`src/rtl/spi_master_if.sv`:
```
// rtl/spi_master_if.sv - SPI master control and pin bundle
// Purpose: groups the local control handshake and the off-chip SPI pins of spi_master.
// Signals:
//   start              transfer request from local logic
//   slaveSelect        target slave index, N_SLAVES means "no slave"
//   masterDataToSend   byte to transmit
//   masterDataReceived last byte received
//   SCLK, CS, MOSI     SPI pins driven by the master
//   MISO               SPI pin driven by the selected slave
// Modports: master (spi_master side), slave (local logic / SPI slave side).
interface spi_master_if #(
    parameter int DATA_W   = 8,
    parameter int N_SLAVES = 3
);
    localparam int SEL_W = $clog2(N_SLAVES + 1);

    logic                start;
    logic [SEL_W-1:0]    slaveSelect;
    logic [DATA_W-1:0]   masterDataToSend;
    logic [DATA_W-1:0]   masterDataReceived;
    logic                SCLK;
    logic [0:N_SLAVES-1] CS;
    logic                MOSI;
    logic                MISO;

    modport master (
        input  start, slaveSelect, masterDataToSend, MISO,
        output masterDataReceived, SCLK, CS, MOSI
    );

    modport slave (
        output start, slaveSelect, masterDataToSend, MISO,
        input  masterDataReceived, SCLK, CS, MOSI
    );
endinterface

```
`src/rtl/spi_master.sv`:
```
// rtl/spi_master.sv - mode-0 LSB-first SPI byte master for up to N_SLAVES slaves
// Purpose: one full-duplex byte exchange per accepted start request.
// Ports:
//   clk    system clock, SCLK is a gated copy of it
//   reset  asynchronous active-low reset
//   bus    spi_master_if.master: start/slaveSelect/masterDataToSend in,
//          masterDataReceived out, SCLK/CS/MOSI out, MISO in
module spi_master #(
    parameter int DATA_W   = 8,
    parameter int N_SLAVES = 3
) (
    input  logic               clk,
    input  logic               reset,
    spi_master_if.master       bus
);
    localparam int CNT_W = $clog2(DATA_W);
    localparam int SEL_W = $clog2(N_SLAVES + 1);

    typedef enum logic [1:0] {IDLE, XFER, DONE} state_t;

    state_t              state_q, state_d;
    logic [DATA_W-1:0]   tx_q, tx_d;
    logic [DATA_W-1:0]   rx_sr_q, rx_sr_d;
    logic [DATA_W-1:0]   rx_data_q, rx_data_d;
    logic [CNT_W-1:0]    cnt_q, cnt_d;
    logic [0:N_SLAVES-1] cs_q, cs_d;
    logic [0:N_SLAVES-1] cs_sel;
    logic [CNT_W-1:0]    ptr_q;
    logic                sclk_en_q, sclk_en_d;
    logic                mosi;
    logic                accept;
    logic                last_bit;

    assign accept   = (state_q == IDLE) && bus.start && (int'(bus.slaveSelect) < N_SLAVES);
    assign last_bit = (state_q == XFER) && (cnt_q == CNT_W'(DATA_W - 1));

    always_comb begin
        for (int i = 0; i < N_SLAVES; i++) begin
            cs_sel[i] = (bus.slaveSelect != SEL_W'(i));
        end
    end

    // State register
    always_ff @(posedge clk or negedge reset) begin
        if (!reset) begin
            state_q <= IDLE;
        end else begin
            state_q <= state_d;
        end
    end

    // Next-state logic
    always_comb begin
        state_d = state_q;
        case (state_q)
            IDLE:    if (accept)     state_d = XFER;
            XFER:    if (last_bit)   state_d = DONE;
            DONE:    if (!bus.start) state_d = IDLE;
            default: state_d = IDLE;
        endcase
    end

    // Outputs: MOSI follows the bit pointer advanced on falling edges, so it is
    // already settled before every SCLK rising edge. The gate enable is only
    // registered on falling clk edges, keeping SCLK glitch-free.
    always_comb begin
        mosi      = 1'b0;
        sclk_en_d = 1'b0;
        if (state_q == XFER) begin
            mosi      = tx_q[ptr_q];
            sclk_en_d = 1'b1;
        end
    end

    // Datapath next-state
    always_comb begin
        tx_d      = tx_q;
        rx_sr_d   = rx_sr_q;
        rx_data_d = rx_data_q;
        cnt_d     = cnt_q;
        cs_d      = cs_q;
        if (accept) begin
            tx_d  = bus.masterDataToSend;
            cnt_d = '0;
            cs_d  = cs_sel;
        end else if (state_q == XFER) begin
            rx_sr_d = {bus.MISO, rx_sr_q[DATA_W-1:1]};
            cnt_d   = cnt_q + CNT_W'(1);
            if (last_bit) begin
                rx_data_d = {bus.MISO, rx_sr_q[DATA_W-1:1]};
                cs_d      = '1;
            end
        end
    end

    always_ff @(posedge clk or negedge reset) begin
        if (!reset) begin
            tx_q      <= '0;
            rx_sr_q   <= '0;
            rx_data_q <= '0;
            cnt_q     <= '0;
            cs_q      <= '1;
        end else begin
            tx_q      <= tx_d;
            rx_sr_q   <= rx_sr_d;
            rx_data_q <= rx_data_d;
            cnt_q     <= cnt_d;
            cs_q      <= cs_d;
        end
    end

    // Falling-edge domain: SCLK gate and MOSI bit pointer. Outside XFER the
    // pointer parks at 0 so bit 0 is presented as soon as XFER is entered.
    always_ff @(negedge clk or negedge reset) begin
        if (!reset) begin
            sclk_en_q <= 1'b0;
            ptr_q     <= '0;
        end else begin
            sclk_en_q <= sclk_en_d;
            ptr_q     <= (state_q == XFER) ? cnt_q : '0;
        end
    end

    assign bus.SCLK               = clk & sclk_en_q;
    assign bus.MOSI               = mosi;
    assign bus.CS                 = cs_q;
    assign bus.masterDataReceived = rx_data_q;
endmodule

```
`src/flat_wrapper.sv`:
```
// flat-port wrapper written by rule: the top's interface ports become plain ports
module spi_master_flat 
#(
    parameter int DATA_W   = 8,
    parameter int N_SLAVES = 3
)
  (clk, reset, bus_start, bus_slaveSelect, bus_masterDataToSend, bus_MISO, bus_masterDataReceived, bus_SCLK, bus_CS, bus_MOSI);
  spi_master_if #(.DATA_W(DATA_W), .N_SLAVES(N_SLAVES)) bus_i ();
  input  logic clk;
  input  logic reset;
  input wire logic [$bits(bus_i.start)-1:0] bus_start;
  input wire logic [$bits(bus_i.slaveSelect)-1:0] bus_slaveSelect;
  input wire logic [$bits(bus_i.masterDataToSend)-1:0] bus_masterDataToSend;
  input wire logic [$bits(bus_i.MISO)-1:0] bus_MISO;
  output wire logic [$bits(bus_i.masterDataReceived)-1:0] bus_masterDataReceived;
  output wire logic [$bits(bus_i.SCLK)-1:0] bus_SCLK;
  output wire logic [$bits(bus_i.CS)-1:0] bus_CS;
  output wire logic [$bits(bus_i.MOSI)-1:0] bus_MOSI;
  assign bus_i.start = bus_start;
  assign bus_i.slaveSelect = bus_slaveSelect;
  assign bus_i.masterDataToSend = bus_masterDataToSend;
  assign bus_i.MISO = bus_MISO;
  assign bus_masterDataReceived = bus_i.masterDataReceived;
  assign bus_SCLK = bus_i.SCLK;
  assign bus_CS = bus_i.CS;
  assign bus_MOSI = bus_i.MOSI;
  spi_master #(.DATA_W(DATA_W), .N_SLAVES(N_SLAVES)) u_core (.clk(clk), .reset(reset), .bus(bus_i));
endmodule
```
`config.mk`:
```
export PLATFORM = sky130hd
export DESIGN_NAME = spi_master_flat
export DESIGN_NICKNAME = d
export VERILOG_FILES = /design/src/rtl/spi_master_if.sv /design/src/rtl/spi_master.sv /design/src/flat_wrapper.sv
export SDC_FILE = /design/constraint.sdc
export NUM_CORES = 1
export LEC_CHECK = 0
export BUFFER_PORTS_ARGS = -buffer_cell sky130_fd_sc_hd__buf_4
export CORE_MARGIN = 2
export CORE_UTILIZATION = 28
export CTS_CLUSTER_SIZE = 12
export DETAILED_ROUTE_END_ITERATION = 10
export GPL_TIMING_DRIVEN = 0
export PLACE_DENSITY = 0.44
export SLEW_MARGIN = 40
export SYNTH_ARGS = -nofsm -noshare
export SYNTH_HDL_FRONTEND = slang
export SYNTH_SLANG_ARGS = --single-unit
export TNS_END_PERCENT = 10
```
`constraint.sdc`:
```
create_clock -name clk -period 2.7 [get_ports clk]
set_input_delay 0 -clock clk [delete_from_list [all_inputs] [get_ports clk]]
set_output_delay 0 -clock clk [all_outputs]
set_load 0.03 [all_outputs]
```
# After elaboration in Yosys (flattened, before gate mapping)
# Cells that the tools add are included.
[totals]
elab_cells = 46
output_inout_bits = 13
input_bits = 14
regBits = 36
[op_classes]
n_reduce_logical = 11
bitwise = 2
eq_ne = 8
n_lt_le_gt_ge = 2
n_addsub = 1
n_mux = 14
[op_table]
columns = ["operator", "count"]
rows = [
  ["3-bit two-way mux", 6],
  ["2-bit two-way mux", 3],
  ["2-bit by 1-bit != test with 1-bit output (second input constant)", 3],
  ["2-bit case mux with 3 select lines", 1],
  ["3-bit AND reduction", 2],
  ["2-bit nonzero test", 3],
  ["3-bit by 4-bit < comparator with 1-bit output (second input constant)", 1],
  ["2-bit != test (second input constant)", 2],
  ["2-bit AND reduction", 2],
  ["3-bit by 1-bit adder with 3-bit output (second input constant)", 1],
  ["1-bit binary-select mux with 3-bit select", 1],
  ["3-bit equality test (second input constant)", 1],
  ["1-bit logical AND", 3],
  ["1-bit two-way mux", 3],
  ["2-bit by 1-bit equality test with 1-bit output (second input constant)", 1],
  ["2-bit equality test (second input constant)", 1],
  ["2-bit zero test", 1],
  ["2-bit < comparator (second input constant)", 1],
  ["1-bit bitwise AND", 1],
  ["1-bit NOT", 1],
]

# Logic depth before layout (Yosys ltp)
[depth]
ltp_word = 5
mapped_depth = 5
ltp_nobuf = 4

==> flow_summary.ini <==
[layout]
layout.nets = 181
regArea_um2 = 879.6
multi_input_area_um2 = 590.6
drive_gt1_frac = 0.4157
num-fill-cells = 495
stdcell_count = 236
antenna-diode-count = 0
syn_to_final_growth_pct = 40.19

[floorplan]
fp.coreArea_um2 = 5107
dieArea_um2 = 5903
num_io_pins = 27
num_rows = 26
die_h_um = 76.83
die_x_um = 76.83
start_util = 0.2908

[logic_synthesis]
ys_ff_latch = 35
syn_inst = 114
yosys_warnings = 0
synth.area.top_cells = dfrtp_1 (47%), mux2_2 (12%), dfrtn_1 (6.7%), nand2_1 (6.3%), dfstp_2 (5.3%)
synth_top_area_cell = dfrtp_1
syn_area_um2 = 1485
syn-num-nets = 130
synth-edff-count = 0
ys_types = 28
ys_async_sr_fraction = 1.000
yosysSeqAreaShare = 0.5922
synth_ff_type = dfrtp_1
synth_top_area_frac = 0.4718
syn_avg_cell_area_um2 = 13.03

[routing]
drt-initial-drc-count = 53
drt-total-wl_um = 2900
ant_nets = 0
routed_via_density = 4.267
wl_per_cell_um = 12.29
first_pass_iters = 4
vias = 1007
drc = 0

[grt]
grt_max_degree = 36
grt_pass1_wl_um = 5175
overflow = 0
grt_antenna_before_repair = 0
track_usage = 0.1172
grt_pass1_vias = 1164

[power_and_ir_drop]
power_uw = 2508
power.internal_uw = 1602
p_leak_uw = 0.0009790
swShare = 0.3613
power_density_nw_per_um2 = 1204
irDropWorstVdd_v = 0.0004818
pwr-share-clk = 0.233
power.share.sequential = 0.370
p_sw_uw = 905.9
combPwrFrac = 0.397

[timing]
setup_violations = 1
tightestPinTransition_ns = 0.4458
fin_ws_ns = -0.3801
skew_ns = 0.02127
final_max_slew_viol_count = 0
hold_viol = 0
slew_headroom = 0.7028
rsz0062_at_grt = true

[worst_setup_path]
crit_type = register to output pin
critPathRequiredTime_ns = 2.70
startpoint_type = register
crit_arrival_ns = 3.08
crit_path_end_kind = output pin
cp_max_fo = 3

[placed_design]
place_congestion = 0.7215
dp.cells = 210
io_buffers = 26
dpl.hpwl_um = 1866

[outcome]
violations = setup timing
status = finished, violations left

[worst_hold_path]
hold_class = input port to asynchronous set/reset pin

[cts]
cts.clk_slew.worst_paths_ns = 0.07
cts_tree = yes
clock_latency_ns = 0.41

[job]
drv_cap = 0
per-stage QoR:
stage	area, um^2	setup slack (ns)	TNS, ns	hold WS [ns]	util
3_3_place_gp	1777	-0.08971	-0.08971	-0.01840	0.3479
5_1_grt	2082	-0.4439	-0.4439	0.1314	0.4076
6_report	2082	-0.3801	-0.3801	0.09916	0.4076
2_1_floorplan	1494	0.1339	0	-0.2956	-
3_5_place_dp	1777	-0.1047	-0.1047	-0.01433	0.3479
4_1_cts	2077	-0.4247	-0.4247	0.1112	0.4067
metal layers:
| layer | vias up | GRT usage | share of wire |
|---|---|---|---|
| met3 | 4 | 0.05647 | 0.052 |
| met2 | 29 | 0.1886 | 0.50 |
| li1 | 485 | - | - |
| met4 | 0 | 0.07455 | 0.014 |
| met5 | - | 0 | 0 |
| met1 | 489 | 0.1223 | 0.43 |
layout make-up:
cell class | count | area share
Buffer | 3 | 0.01142
Tap cell | 70 | 0.04207
Inverter | 2 | 0.006010
Timing Repair Buffer | 40 | 0.1629
Clock buffer | 12 | 0.07151
Sequential cell | 35 | 0.4225
Multi-Input combinational cell | 74 | 0.2837
synth_stat cells, types with 2 or more instances:
master,number
dfstp_2,3
nor2_1,2
nand2b_4,2
mux2_2,16
mux2i_1,3
o21ai_0,4
a21oi_1,4
nand2_1,25
and2_1,4
nor2b_1,2
ha_1,2
dfrtn_1,4
dfrtp_1,28
worst paths after layout:
kind                                                    start                             to  slack [ns]  depth (start not counted)
worst max register to register  u_core.state_q[1]$_DFFE_PN0P_     u_core.sclk_en_q$_DFF_NN0_        0.26                          3
max in group asynchronous                               reset     u_core.sclk_en_q$_DFF_NN0_        1.04                          2
min in group clk                                     bus_MISO  u_core.rx_sr_q[7]$_DFFE_PN0P_        0.35                          4
worst min register to register  u_core.rx_sr_q[2]$_DFFE_PN0P_  u_core.rx_sr_q[1]$_DFFE_PN0P_        0.50                          2
worst max-delay path                u_core.ptr_q[1]$_DFF_NN0_                       bus_MOSI       -0.38                          4
worst min-delay path                                    reset     u_core.tx_q[5]$_DFFE_PN0P_         0.1                          2
cell families after synthesis:
group                    count (synthesis)  synth area share
XOR/XNOR                                 1          0.005898
buffers and inverters                    5           0.02443
multiplexers                            21            0.1668
flip-flops                              35            0.5923
adder cells (fa/ha/maj)                  2           0.01685
AND/OR/NAND/NOR                         40            0.1474
AO/OA/AOI/OAI                           10           0.04634
critical path: stages (launching register included):
cell and delay (ns):
dfrtn_1 0.46, mux4_2 0.55, nor2_4 0.12, nor4_4 0.06, buf_6 0.14
power by group through the flow:
| stage | logic, uW | clock network [uW] | registers [uW] |
|---|---|---|---|
| finish | 996 | 584 | 927 |
| global route | 1090 | 645 | 965 |
| CTS | 1010 | 611 | 930 |
| detailed placement | 961 | 56.1 | 937 |
| global placement | 943 | 56.1 | 930 |
| floorplan | 554 | 37.2 | 1050 |
sequential cells by signal (all words and copies together), names as in the netlist:
register                       count
u_core.cnt_q                       3
u_core.bus.masterDataReceived      8
u_core.sclk_en_q                   1
u_core.ptr_q                       3
u_core.tx_q                        8
u_core.rx_sr_q                     7
u_core.bus.CS                      3
u_core.state_q                     2
what timing repair did:
action                                  CTS  global route
gates resized for setup                   3             1
cloned                                    0             0
endpoints found under the hold margin    45             0
hold buffers                             14             0
endpoints found under the setup margin    1             1
setup buffers                             1             0
cell usage in the layout, fill, tap and decap left out, drive strengths merged:
cell and n:
buf 30, dfrtp 28, nand2 26, mux2 17, dlygate4sd3 14, clkbuf 11
and2 4, o21ai 4, a21oi 4, dfrtn 4, mux2i 3, dfstp 3
nand2b 2, nor2b 2, ha 2, inv 2, nor2 2, nor4 2
mux4 1, and3 1, nor3b 1, a211o 1, a211oi 1, xnor2 1
Note: power is estimated with default switching activity, not from simulation.
